## config.mk

```make
export PLATFORM = sky130hd
export DESIGN_NAME = sram_burst_master
export DESIGN_NICKNAME = d
export VERILOG_FILES = /design/src/rtl/sram_burst_master_pkg.sv /design/src/rtl/sram_burst_master_rd_fifo.sv /design/src/rtl/sram_burst_master.sv
export SDC_FILE = /design/constraint.sdc
export NUM_CORES = 1
export LEC_CHECK = 0
export CORE_UTILIZATION = 52
export CTS_BUF_LIST = sky130_fd_sc_hd__clkbuf_16
export DETAILED_ROUTE_END_ITERATION = 8
export PLACE_DENSITY = 0.8
export REMOVE_ABC_BUFFERS = 1
export SYNTH_ARGS = -nofsm -noshare
export SYNTH_HDL_FRONTEND = slang
export SYNTH_SLANG_ARGS = --single-unit
export TNS_END_PERCENT = 100
```

## constraint.sdc

```tcl
create_clock -name Clk -period 2.6 [get_ports Clk]
set_clock_uncertainty 0.05 [all_clocks]
set_input_delay 0.39 -clock Clk [delete_from_list [all_inputs] [get_ports Clk]]
set_output_delay 0.39 -clock Clk [all_outputs]
set_load 0.1 [all_outputs]
```

## src/rtl/sram_burst_master_pkg.sv

```systemverilog
// Shared widths, FSM encoding and read-buffer sizing for the SRAM burst master.
package sram_burst_master_pkg;

  localparam int unsigned DEF_A_WIDTH   = 8;
  localparam int unsigned DEF_D_WIDTH   = 8;
  localparam int unsigned DEF_LEN_WIDTH = 8;
  localparam int unsigned RD_FIFO_DEPTH = 4;

  typedef enum logic [1:0] {
    StIdle  = 2'd0,
    StWrite = 2'd1,
    StRead  = 2'd2,
    StDrain = 2'd3
  } state_e;

  // A new read may be issued only while buffered plus outstanding words leave a free slot.
  function automatic logic credit_ok(input int unsigned occupancy);
    return occupancy < RD_FIFO_DEPTH;
  endfunction

endpackage

```

## src/rtl/sram_burst_master_rd_fifo.sv

```systemverilog
// Small synchronous FIFO buffering SRAM read data ahead of the consumer.
module sram_burst_master_rd_fifo #(
  parameter int unsigned WIDTH = 8,
  parameter int unsigned DEPTH = 4,
  localparam int unsigned CNT_W = $clog2(DEPTH + 1),
  localparam int unsigned PTR_W = (DEPTH > 1) ? $clog2(DEPTH) : 1
) (
  input  logic             i_clk,
  input  logic             i_rst,
  input  logic             i_push,
  input  logic [WIDTH-1:0] i_wdata,
  input  logic             i_pop,
  output logic [WIDTH-1:0] o_rdata,
  output logic             o_full,
  output logic             o_empty,
  output logic [CNT_W-1:0] o_count
);

  logic [WIDTH-1:0] r_mem [DEPTH];
  logic [PTR_W-1:0] r_wr_ptr;
  logic [PTR_W-1:0] r_rd_ptr;
  logic [CNT_W-1:0] r_count;
  logic             w_do_push;
  logic             w_do_pop;

  function automatic logic [PTR_W-1:0] ptr_inc(input logic [PTR_W-1:0] ptr);
    return (ptr == PTR_W'(DEPTH - 1)) ? '0 : ptr + 1'b1;
  endfunction

  assign o_count   = r_count;
  assign o_full    = (r_count == CNT_W'(DEPTH));
  assign o_empty   = (r_count == '0);
  assign o_rdata   = r_mem[r_rd_ptr];
  // A pop frees the slot on the same edge, so a full FIFO can still take a push.
  assign w_do_pop  = i_pop && !o_empty;
  assign w_do_push = i_push && (!o_full || w_do_pop);

  always_ff @(posedge i_clk or posedge i_rst) begin
    if (i_rst) begin
      for (int unsigned i = 0; i < DEPTH; i++) begin
        r_mem[i] <= '0;
      end
      r_wr_ptr <= '0;
      r_rd_ptr <= '0;
      r_count  <= '0;
    end else begin
      if (w_do_push) begin
        r_mem[r_wr_ptr] <= i_wdata;
        r_wr_ptr        <= ptr_inc(r_wr_ptr);
      end
      if (w_do_pop) begin
        r_rd_ptr <= ptr_inc(r_rd_ptr);
      end
      case ({w_do_push, w_do_pop})
        2'b10:   r_count <= r_count + 1'b1;
        2'b01:   r_count <= r_count - 1'b1;
        default: r_count <= r_count;
      endcase
    end
  end

endmodule

```

## src/rtl/sram_burst_master.sv

```systemverilog
// Burst initiator for a single-port synchronous SRAM: streams write beats in and
// credit-limited read beats out through a small buffer with consumer backpressure.
module sram_burst_master
  import sram_burst_master_pkg::*;
#(
  parameter int unsigned A_WIDTH   = DEF_A_WIDTH,
  parameter int unsigned D_WIDTH   = DEF_D_WIDTH,
  parameter int unsigned LEN_WIDTH = DEF_LEN_WIDTH
) (
  input  logic                 Clk,
  input  logic                 Rst,
  input  logic                 Cmd_Valid,
  output logic                 Cmd_Ready,
  input  logic                 Cmd_RW,
  input  logic [A_WIDTH-1:0]   Cmd_Addr,
  input  logic [LEN_WIDTH-1:0] Cmd_Len,
  input  logic [D_WIDTH-1:0]   Wr_Data,
  input  logic                 Wr_Valid,
  output logic                 Wr_Ready,
  output logic [D_WIDTH-1:0]   Rd_Data,
  output logic                 Rd_Valid,
  input  logic                 Rd_Ready,
  output logic                 Busy,
  output logic                 Mem_En,
  output logic                 Mem_RW,
  output logic [A_WIDTH-1:0]   Mem_Addr,
  output logic [D_WIDTH-1:0]   Mem_Wdata,
  input  logic [D_WIDTH-1:0]   Mem_Rdata
);

  localparam int unsigned CNT_W = $clog2(RD_FIFO_DEPTH + 1);

  state_e               r_state;
  state_e               w_state_next;
  logic [A_WIDTH-1:0]   r_cur;
  logic [LEN_WIDTH-1:0] r_remain;
  logic                 r_mem_en;
  logic                 r_mem_rw;
  logic [A_WIDTH-1:0]   r_mem_addr;
  logic [D_WIDTH-1:0]   r_mem_wdata;
  logic                 r_rd_pend;

  logic                 w_cmd_hs;
  logic                 w_wr_hs;
  logic                 w_rd_issue;
  logic                 w_last;
  logic                 w_rd_inflight;
  logic                 w_credit;
  logic                 w_drained;
  logic                 w_fifo_full;
  logic                 w_fifo_empty;
  logic                 w_fifo_pop;
  logic [CNT_W-1:0]     w_fifo_count;

  assign w_cmd_hs      = Cmd_Valid && Cmd_Ready;
  assign w_wr_hs       = Wr_Valid && Wr_Ready;
  assign w_last        = (r_remain == '0);
  // Read currently on the SRAM pins; its data returns next cycle.
  assign w_rd_inflight = r_mem_en && !r_mem_rw;
  assign w_credit      = !w_fifo_full &&
                         credit_ok(32'(w_fifo_count) + 32'(r_rd_pend) + 32'(w_rd_inflight));
  assign w_drained     = w_fifo_empty && !r_rd_pend && !w_rd_inflight;

  always_ff @(posedge Clk or posedge Rst) begin
    if (Rst) begin
      r_state <= StIdle;
    end else begin
      r_state <= w_state_next;
    end
  end

  always_comb begin
    w_state_next = r_state;
    unique case (r_state)
      StIdle:  if (w_cmd_hs) w_state_next = Cmd_RW ? StWrite : StRead;
      StWrite: if (w_wr_hs && w_last) w_state_next = StIdle;
      StRead:  if (w_rd_issue && w_last) w_state_next = StDrain;
      StDrain: if (w_drained) w_state_next = StIdle;
      default: w_state_next = StIdle;
    endcase
  end

  always_comb begin
    Cmd_Ready  = 1'b0;
    Wr_Ready   = 1'b0;
    Busy       = 1'b1;
    w_rd_issue = 1'b0;
    unique case (r_state)
      StIdle: begin
        Cmd_Ready = 1'b1;
        Busy      = 1'b0;
      end
      StWrite: Wr_Ready   = 1'b1;
      StRead:  w_rd_issue = w_credit;
      StDrain: ;
      default: ;
    endcase
  end

  always_ff @(posedge Clk or posedge Rst) begin
    if (Rst) begin
      r_cur       <= '0;
      r_remain    <= '0;
      r_mem_en    <= 1'b0;
      r_mem_rw    <= 1'b0;
      r_mem_addr  <= '0;
      r_mem_wdata <= '0;
      r_rd_pend   <= 1'b0;
    end else begin
      r_mem_en  <= w_wr_hs || w_rd_issue;
      r_rd_pend <= w_rd_inflight;
      if (w_cmd_hs) begin
        r_cur    <= Cmd_Addr;
        r_remain <= Cmd_Len;
      end else if (w_wr_hs || w_rd_issue) begin
        r_cur    <= r_cur + 1'b1;
        r_remain <= r_remain - 1'b1;
      end
      if (w_wr_hs) begin
        r_mem_rw    <= 1'b1;
        r_mem_addr  <= r_cur;
        r_mem_wdata <= Wr_Data;
      end else if (w_rd_issue) begin
        r_mem_rw   <= 1'b0;
        r_mem_addr <= r_cur;
      end
    end
  end

  assign Mem_En    = r_mem_en;
  assign Mem_RW    = r_mem_rw;
  assign Mem_Addr  = r_mem_addr;
  assign Mem_Wdata = r_mem_wdata;

  assign Rd_Valid   = !w_fifo_empty;
  assign w_fifo_pop = Rd_Ready && Rd_Valid;

  // Mem_Rdata is captured only in the cycle right after a read was on the pins.
  sram_burst_master_rd_fifo #(
    .WIDTH(D_WIDTH),
    .DEPTH(RD_FIFO_DEPTH)
  ) u_rd_fifo (
    .i_clk  (Clk),
    .i_rst  (Rst),
    .i_push (r_rd_pend),
    .i_wdata(Mem_Rdata),
    .i_pop  (w_fifo_pop),
    .o_rdata(Rd_Data),
    .o_full (w_fifo_full),
    .o_empty(w_fifo_empty),
    .o_count(w_fifo_count)
  );

endmodule
```

Word level (Yosys, flattened, before mapping)
Index checks and enable logic that the tools add are counted.
{"block": "word_totals", "wordCells": 94, "out_inout_bits": 30, "reg_bits": 76, "input_bits": 38}
{"block": "classes", "order_cmp": 4, "bitwise": 2, "n_eq_ne": 12, "n_mux": 27, "n_reduce_logical": 26, "addsub": 8}
{"cell": "two-way mux 8 bit", "count": 9}
{"cell": "bitwise mux 32 bit", "count": 1}
{"cell": "binary-select mux 8 bit (select 2 bit)", "count": 1}
{"cell": "demux 8 bit (select 2 bit)", "count": 1}
{"cell": "two-way mux 2 bit", "count": 7}
{"cell": "logical AND 1 bit", "count": 12}
{"cell": "equality test 2 bit (second input constant)", "count": 5}
{"cell": "adder 8 x 1 -> 8 bit (second input constant)", "count": 1}
{"cell": "zero test 8 bit", "count": 1}
{"cell": "inequality test 2 bit (second input constant)", "count": 4}
{"cell": "case mux 2 bit (4 select lines)", "count": 1}
{"cell": "subtractor 8 x 1 -> 8 bit (second input constant)", "count": 1}
{"cell": "greater-or-equal comparator 3 bit (second input constant)", "count": 2}
{"cell": "two-way mux 1 bit", "count": 6}
{"cell": "NOT 2 -> 3 bit", "count": 2}
{"cell": "case mux 3 bit (2 select lines)", "count": 1}
{"cell": "nonzero test 2 bit", "count": 3}
{"cell": "adder 4 x 1 -> 5 bit", "count": 1}
{"cell": "zero test 1 bit", "count": 5}
{"cell": "< comparator 5 x 3 -> 1 bit (second input constant)", "count": 1}
{"cell": "adder 2 x 1 -> 2 bit (second input constant)", "count": 2}
{"cell": "adder 3 x 1 -> 4 bit", "count": 1}
{"cell": "equality test 2 x 1 -> 1 bit (second input constant)", "count": 2}
{"cell": "AND reduction 4 bit", "count": 1}
{"cell": "7 further kinds", "count": 8}

Longest topological paths before layout
Gate-level depths: netlist (run 1).
{"block": "logic_depth", "word_depth": 9, "mapped_depth": 10}

Cells and area by module
From an unflattened synthesis (run 1), not the netlist that was laid out.
{"block": "unflattened", "hier_cells": 296, "area_unflattened_um2": 3657.3}
{"mod": "sram_burst_master_rd_fifo", "seq_area_each_um2": 975.9, "area_each_um2": 1829.3, "cells_each": 119, "n_inst": 1}
{"mod": "sram_burst_master", "seq_area_each_um2": 925.9, "area_each_um2": 1828.0, "cells_each": 177, "n_inst": 1}

Worst setup path before layout (run 1)
No wires, ideal clock.
{"block": "synth_path", "path_type": "reg-to-reg", "start": "register r_state[0]", "end": "register r_state[1]", "arrival_time_ns": 3.364, "required_ns": 2.421, "period_less_slack_ns": 3.542, "path_slack_ns": -0.942, "path_stages_with_launch": 6, "path_buffers": 0, "path_cell_list": "dfrtp_1 -> nor2_1 -> inv_1 -> o21a_1 -> a21oi_1 -> a21oi_1"}
{"item": "from (decl)", "line": "sram_burst_master.sv:33", "text": "state_e r_state;"}
{"item": "from (signal assigned)", "line": "sram_burst_master.sv:66", "text": "r_state <= StIdle;"}
{"item": "from (signal assigned)", "line": "sram_burst_master.sv:68", "text": "r_state <= w_state_next;"}
{"item": "zero test 2 bit", "line": "sram_burst_master.sv:88", "text": "unique case (r_state)"}
{"item": "two-way mux 1 bit", "line": "sram_burst_master.sv:88"}
{"item": "named net Cmd_Ready", "line": "sram_burst_master.sv:13", "text": "output logic Cmd_Ready,"}
{"item": "logical AND 1 bit", "line": "sram_burst_master.sv:55", "text": "assign w_cmd_hs = Cmd_Valid && Cmd_Ready;"}
{"item": "inequality test 2 bit (no line)"}
{"item": "AND reduction 4 bit (no line)"}
The timed path passes the listed nets, and every way through them passes these cells.
A chain may end at the register's enable or synchronous reset.

Worst setup path in the final report (run 1)
{"block": "layout_path", "start": "register u_rd_fifo.r_rd_ptr[0]", "end": "output port Rd_Data[2]"}
{"block": "layout_via", "elab_chain_len": 4}
{"item": "from (decl)", "line": "sram_burst_master_rd_fifo.sv:21", "text": "logic [PTR_W-1:0] r_rd_ptr;"}
{"item": "from (signal assigned)", "line": "sram_burst_master_rd_fifo.sv:52", "text": "r_rd_ptr <= ptr_inc(r_rd_ptr);"}
{"item": "NOT 2 -> 3 bit (not written as such)", "line": "sram_burst_master_rd_fifo.sv:33", "text": "assign o_rdata = r_mem[r_rd_ptr];"}
{"item": "binary-select mux 8 bit (select 2 bit)", "line": "sram_burst_master_rd_fifo.sv:33"}
{"item": "two-way mux 8 bit (not written as such) (2 in a row)", "line": "sram_burst_master_rd_fifo.sv:33"}
{"item": "to (decl)", "line": "sram_burst_master.sv:20", "text": "output logic [D_WIDTH-1:0] Rd_Data,"}
Every way passes these cells. The select of a mux whose other input is x is not followed.

==> results of run 1 <==
[metrics by stage]
step | instance area (um2) | cells | hold slack (ns)
CTS | 4580 | 452 | 0.421
finish | 4580 | 452 | 0.414
global placement | 4270 | 436 | 0.406
global route | 4580 | 452 | 0.442
detailed placement | 4270 | 436 | 0.408
floorplan | 3510 | 285 | 0.412
[worst min-delay path, delay by kind of cell]
kind | cells | cell delay, ns
buffers and inverters | 3 | 0.82
[layout make-up]
type	instances	area share
tap	77	0.0210
multi-input combinational	194	0.340
inverter	15	0.0123
sequential	76	0.415
clock buffer	9	0.0492
timing repair buffer	74	0.144
clock inverter	7	0.0180
[synthesized netlist by cell type, drive strengths merged (2+ instances only)]
master  count  area [um2]
nor2       16        60.1
or4         4        30.0
clkbuf      3        11.3
buf         6        35.0
and4        2        17.5
xnor2      11        96.3
nand2      41         166
mux4        8         180
a21oi      14        70.1
o22ai       2        12.5
inv        15        56.3
ha          8         100
a211oi      2        15.0
o211ai      2        15.0
nor3        2        10.0
and2        2        12.5
dfrtp      76        1900
nand3       5        25.0
or3         3        18.8
o21ai       7        35.0
mux2       41         462
[path summary, 6_finish.rpt]
check	startpoint	to	slack, ns
setup / recovery	u_rd_fifo.r_rd_ptr[0]	Rd_Data[2]	0.26
hold / removal	Rst	Mem_Wdata[7]	0.41
setup reg to reg	u_rd_fifo.o_count[2]	u_rd_fifo.o_count[2]	0.45
hold reg to reg	Mem_Addr[5]	Mem_Addr[5]	0.42
max in group asynchronous	Rst	u_rd_fifo.r_mem[29]	1.77
min in group Clk	Mem_Addr[5]	Mem_Addr[5]	0.42
[placed cells by master (no fill, tap or decap), types with 3 or more instances in the layout]
cell type,count
dfrtp_1,76
mux2_2,41
clkdlybuf4s50_1,37
nand2_1,36
buf_4,36
nor2_1,16
a21oi_1,14
inv_1,14
xnor2_1,11
clkbuf_16,9
mux4_2,8
ha_1,8
o21ai_0,6
nand2_2,5
nand3_1,5
or4_1,4
or3_1,3
clkinv_2,3
[kinds of logic after synthesis]
kind of cell,Yosys count,synth area share
AND/OR/NAND/NOR,82,0.110
buffers and inverters,24,0.0288
flip-flops,76,0.534
multiplexers,50,0.183
AO/OA/AOI/OAI,41,0.0805
adder cells (fa/ha/maj),9,0.0337
XOR/XNOR,12,0.0295
[registers in the layout, summed over array words and instances (netlist names)]
register and flops:
u_rd_fifo.r_rd_ptr 2, Mem_RW 1, u_rd_fifo.o_count 3, u_rd_fifo.r_wr_ptr 2, Mem_Wdata 8, r_remain 8
u_rd_fifo.r_mem 32, Mem_Addr 8, Mem_En 1, r_cur 8, r_rd_pend 1, r_state 2
[metal layers]
layer,vias to the layer above,share of wire,GRT usage
li1,1190,-,-
met1,1207,0.44,0.290
met2,66,0.50,0.373
met3,10,0.044,0.0452
met4,0,0.018,0.106
met5,-,0,0
==> impl_metrics.json, run 1 <==
{
  "tns_ns": 0,
  "reg2reg_depth": 9,
  "n_fill_cell": 469,
  "via_count": 2473,
  "wl_mm": 7.19,
  "die-area_um2": 7180,
  "postCtsSetupRepairBufs": 0,
  "clock-root-buffer": "clkbuf_16",
  "max_slew_margin": 0.613,
  "fin_util": 0.705,
  "drc": 0,
  "nets": 417,
  "die_y_um": 84.8,
  "cp_cell_sequence": "mux4_2, buf_4",
  "seq_area_frac_synth": 0.534,
  "yosysWarnings": 0,
  "setup_viol": 0,
  "detail_route.wl_per_cell_um": 15.9,
  "synth-seq-cells": 76,
  "drv_slew": 0,
  "drive_gt1_frac": 0.293,
  "cts_max_path_buffers": 2,
  "path_buf_inv": 1,
  "max_stage_delay_ns": 0.71,
  "multiInputGateArea_um2": 1560,
  "diodes": 0,
  "worst-path-stages": 2,
  "cts_inserted_buffers": 9,
  "core_area_um2": 6490,
  "grt_usage": 0.226,
  "cp_slowest_cell": "dfrtp_1",
  "synth.avg_cell_area_um2": 12.1,
  "cts_resized": 0,
  "synthArstFlopShare": 1.00,
  "row_count": 29,
  "portBuffers": 67,
  "syn_area_um2": 3560,
  "grt_remaining_overflow": 0,
  "cts_tree": "yes",
  "start_kind": "flop",
  "arrival_ns": 1.90,
  "gp_congestion": 0.795,
  "crit_fanout": 9,
  "synth_ff_type": "dfrtp_1",
  "max_cap_viol_count": 0,
  "fmax_mhz": 427,
  "ctsHtreeMaxLevel": 3,
  "synth_cell_types": 50,
  "grt_pass1_wl_mm": 12.3,
  "synthCells": 294,
  "cp_top_family": "flip-flops",
  "synth-edff-count": 0,
  "setup_ws_ns": 0.261,
  "tightest_slew_ns": 0.581,
  "path_class": "flop to output pin",
  "status": "completed",
  "clk_pin_slew_worst_paths_ns": 0.06,
  "hpwl_mm": 5.05,
  "cts_num_sinks": 76,
  "hold_viol_final": 0,
  "holdBufCountCts": 0,
  "antenna_found_initial": 0,
  "dieWidth_um": 84.8,
  "ios": 68,
  "start_util": 0.548,
  "syn_to_final_growth_pct": 28.6,
  "rsz0062_at_grt": "no",
  "first_global_vias": 2546,
  "pre_cts_slack_ns": 0.196,
  "fin_crit_ns": 2.34,
  "final.period_utilization": 0.900,
  "drtPass1Iterations": 6,
  "clk_latency_ns": 0.33,
  "hold_class": "input port to async pin",
  "end_kind": "output pin",
  "worst_ep_required_time_ns": 2.16,
  "drt_iter0_markers": 106,
  "drtAntennaViolNets": 0,
  "regArea_um2": 1900,
  "grt_max_degree": 77,
  "vias_per_cell": 5.47
}
Power of run 1 is left out: the tool's default activity adds up to more than one toggle a clock period on the data nets, which glitch-free logic cannot reach.
==> inputs of run 2 (changes only) <==
Settings changed: CORE_UTILIZATION 52 to 45, PLACE_DENSITY 0.8 to 0.71, SLEW_MARGIN set to 10.
==> impl_metrics.json, run 2 (synthesized netlist as in run 1, its figures left out) <==
{
  "max_slew_margin": 0.685,
  "die-area_um2": 8270,
  "worst_ep_required_time_ns": 2.16,
  "start_util": 0.463,
  "portBuffers": 67,
  "fmax_mhz": 435,
  "cp_slowest_cell": "dfrtp_1",
  "regToRegEndpoint": "u_rd_fifo.o_count[2]",
  "cts_max_path_buffers": 2,
  "hpwl_mm": 4.72,
  "hold_class": "input port to async pin",
  "vias_per_cell": 5.18,
  "fin_crit_ns": 2.30,
  "grt_remaining_overflow": 0,
  "nets": 417,
  "status": "completed",
  "diodes": 0,
  "start_kind": "flop",
  "row_count": 32,
  "dieWidth_um": 91.0,
  "holdWs_ns": 0.420,
  "core_area_um2": 7690,
  "arrival_ns": 1.86,
  "rsz0062_at_grt": "no",
  "tightest_slew_ns": 0.466,
  "die_y_um": 91.0,
  "drv_slew": 0,
  "clk_latency_ns": 0.33,
  "end_kind": "output pin",
  "ff2ff_setup_slack_ns": 0.44,
  "final_area_um2": 4640,
  "drc": 0,
  "timing.rr.start": "u_rd_fifo.o_count[2]",
  "cts_tree": "yes",
  "tns_ns": 0,
  "grt_usage": 0.186,
  "cp_cell_sequence": "buf_4, mux4_2, buf_4",
  "antenna_found_initial": 0,
  "detail_route.wl_per_cell_um": 14.5,
  "cp_top_family": "flip-flops",
  "regMostFlops": "u_rd_fifo.r_mem",
  "cts_inserted_buffers": 9,
  "max_cap_viol_count": 0,
  "drtAntennaViolNets": 0,
  "grt_max_degree": 77,
  "first_global_vias": 2633,
  "setup_viol": 0,
  "path_buf_inv": 2,
  "hold_viol_final": 0,
  "mostFrequentLayoutCells": "dfrtp_1, mux2_2, clkdlybuf4s50_1",
  "ctsHtreeMaxLevel": 3,
  "reg2reg_depth": 9,
  "via_count": 2473,
  "fin_util": 0.603,
  "gp_congestion": 0.799,
  "largest_reg_flops": 32,
  "cpMostUsedCell": "buf_4",
  "drive_gt1_frac": 0.293,
  "drtPass1Iterations": 4,
  "max_stage_delay_ns": 0.52,
  "worstSetupStartpoint": "u_rd_fifo.r_rd_ptr[0]",
  "postCtsSetupRepairBufs": 0,
  "final.period_utilization": 0.883,
  "clock-root-buffer": "clkbuf_16",
  "wl_mm": 6.93,
  "path_class": "flop to output pin",
  "placed_area_um2": 4300,
  "holdBufCountCts": 0,
  "crit_fanout": 6,
  "mostFrequentLayoutCell": "dfrtp_1",
  "ios": 68,
  "cts_resized": 0,
  "cts_num_sinks": 76,
  "grt_pass1_wl_mm": 12.0,
  "syn_to_final_growth_pct": 30.2,
  "clk_pin_slew_worst_paths_ns": 0.06,
  "drt_iter0_markers": 77
}
-- run 2: changes by cell type in the layout (fill, tap and decap cells not counted) --
cell       change
clkinv_1       -1
inv_1          +1
bufinv_16      +1
clkinv_2       -1
-- run 2: layout make-up --
type / instances / area, um2
tap: 102 / 128
clock inverter: 7 / 108
timing repair buffer: 74 / 661
fill: 651 / 3050
sequential: 76 / 1900
multi-input combinational: 194 / 1560
clock buffer: 9 / 225
inverter: 15 / 56.3
-- run 2: worst max-delay path by stage --
| stage | end | slack, ns | cells past startpoint |
|---|---|---|---|
| 2_1_floorplan | r_state[1] | -0.94 | 5 |
| 3_3_place_gp | u_rd_fifo.o_count[2] | 0.29 | 9 |
| 3_5_place_dp | u_rd_fifo.o_count[2] | 0.19 | 9 |
| 4_1_cts | Rd_Data[6] | 0.27 | 3 |
| 5_1_grt | Rd_Data[1] | 0.22 | 3 |
| 6_report | Rd_Data[6] | 0.30 | 3 |
-- run 2: routing by layer --
metal / up-vias / track usage / wire length, um
li1: 1196 / - / -
met1: 1206 / 0.230 / 3060
met2: 60 / 0.321 / 3450
met3: 11 / 0.0343 / 305
met4: 0 / 0.0807 / 110
met5: - / 0 / 0
-- run 2: tightest hold or removal path, delay by kind of cell --
kind	cells	cell delay, ns
buffers and inverters	3	0.82
-- run 2: per-stage QoR --
step / setup WS, ns / cells
final: 0.303 / 477
after global routing: 0.221 / 477
after global placement: 0.288 / 461
after CTS: 0.273 / 477
after floorplan: -0.942 / 285
after detailed placement: 0.192 / 461
Power of run 2 is left out for the same reason.
==> inputs of run 3 (changes only) <==
Settings changed: GPL_ROUTABILITY_DRIVEN set to 0.
==> results of run 3 <==
The final DEF is identical to that of run 2; final timing and power are the same.
Power of run 3 is left out for the same reason.
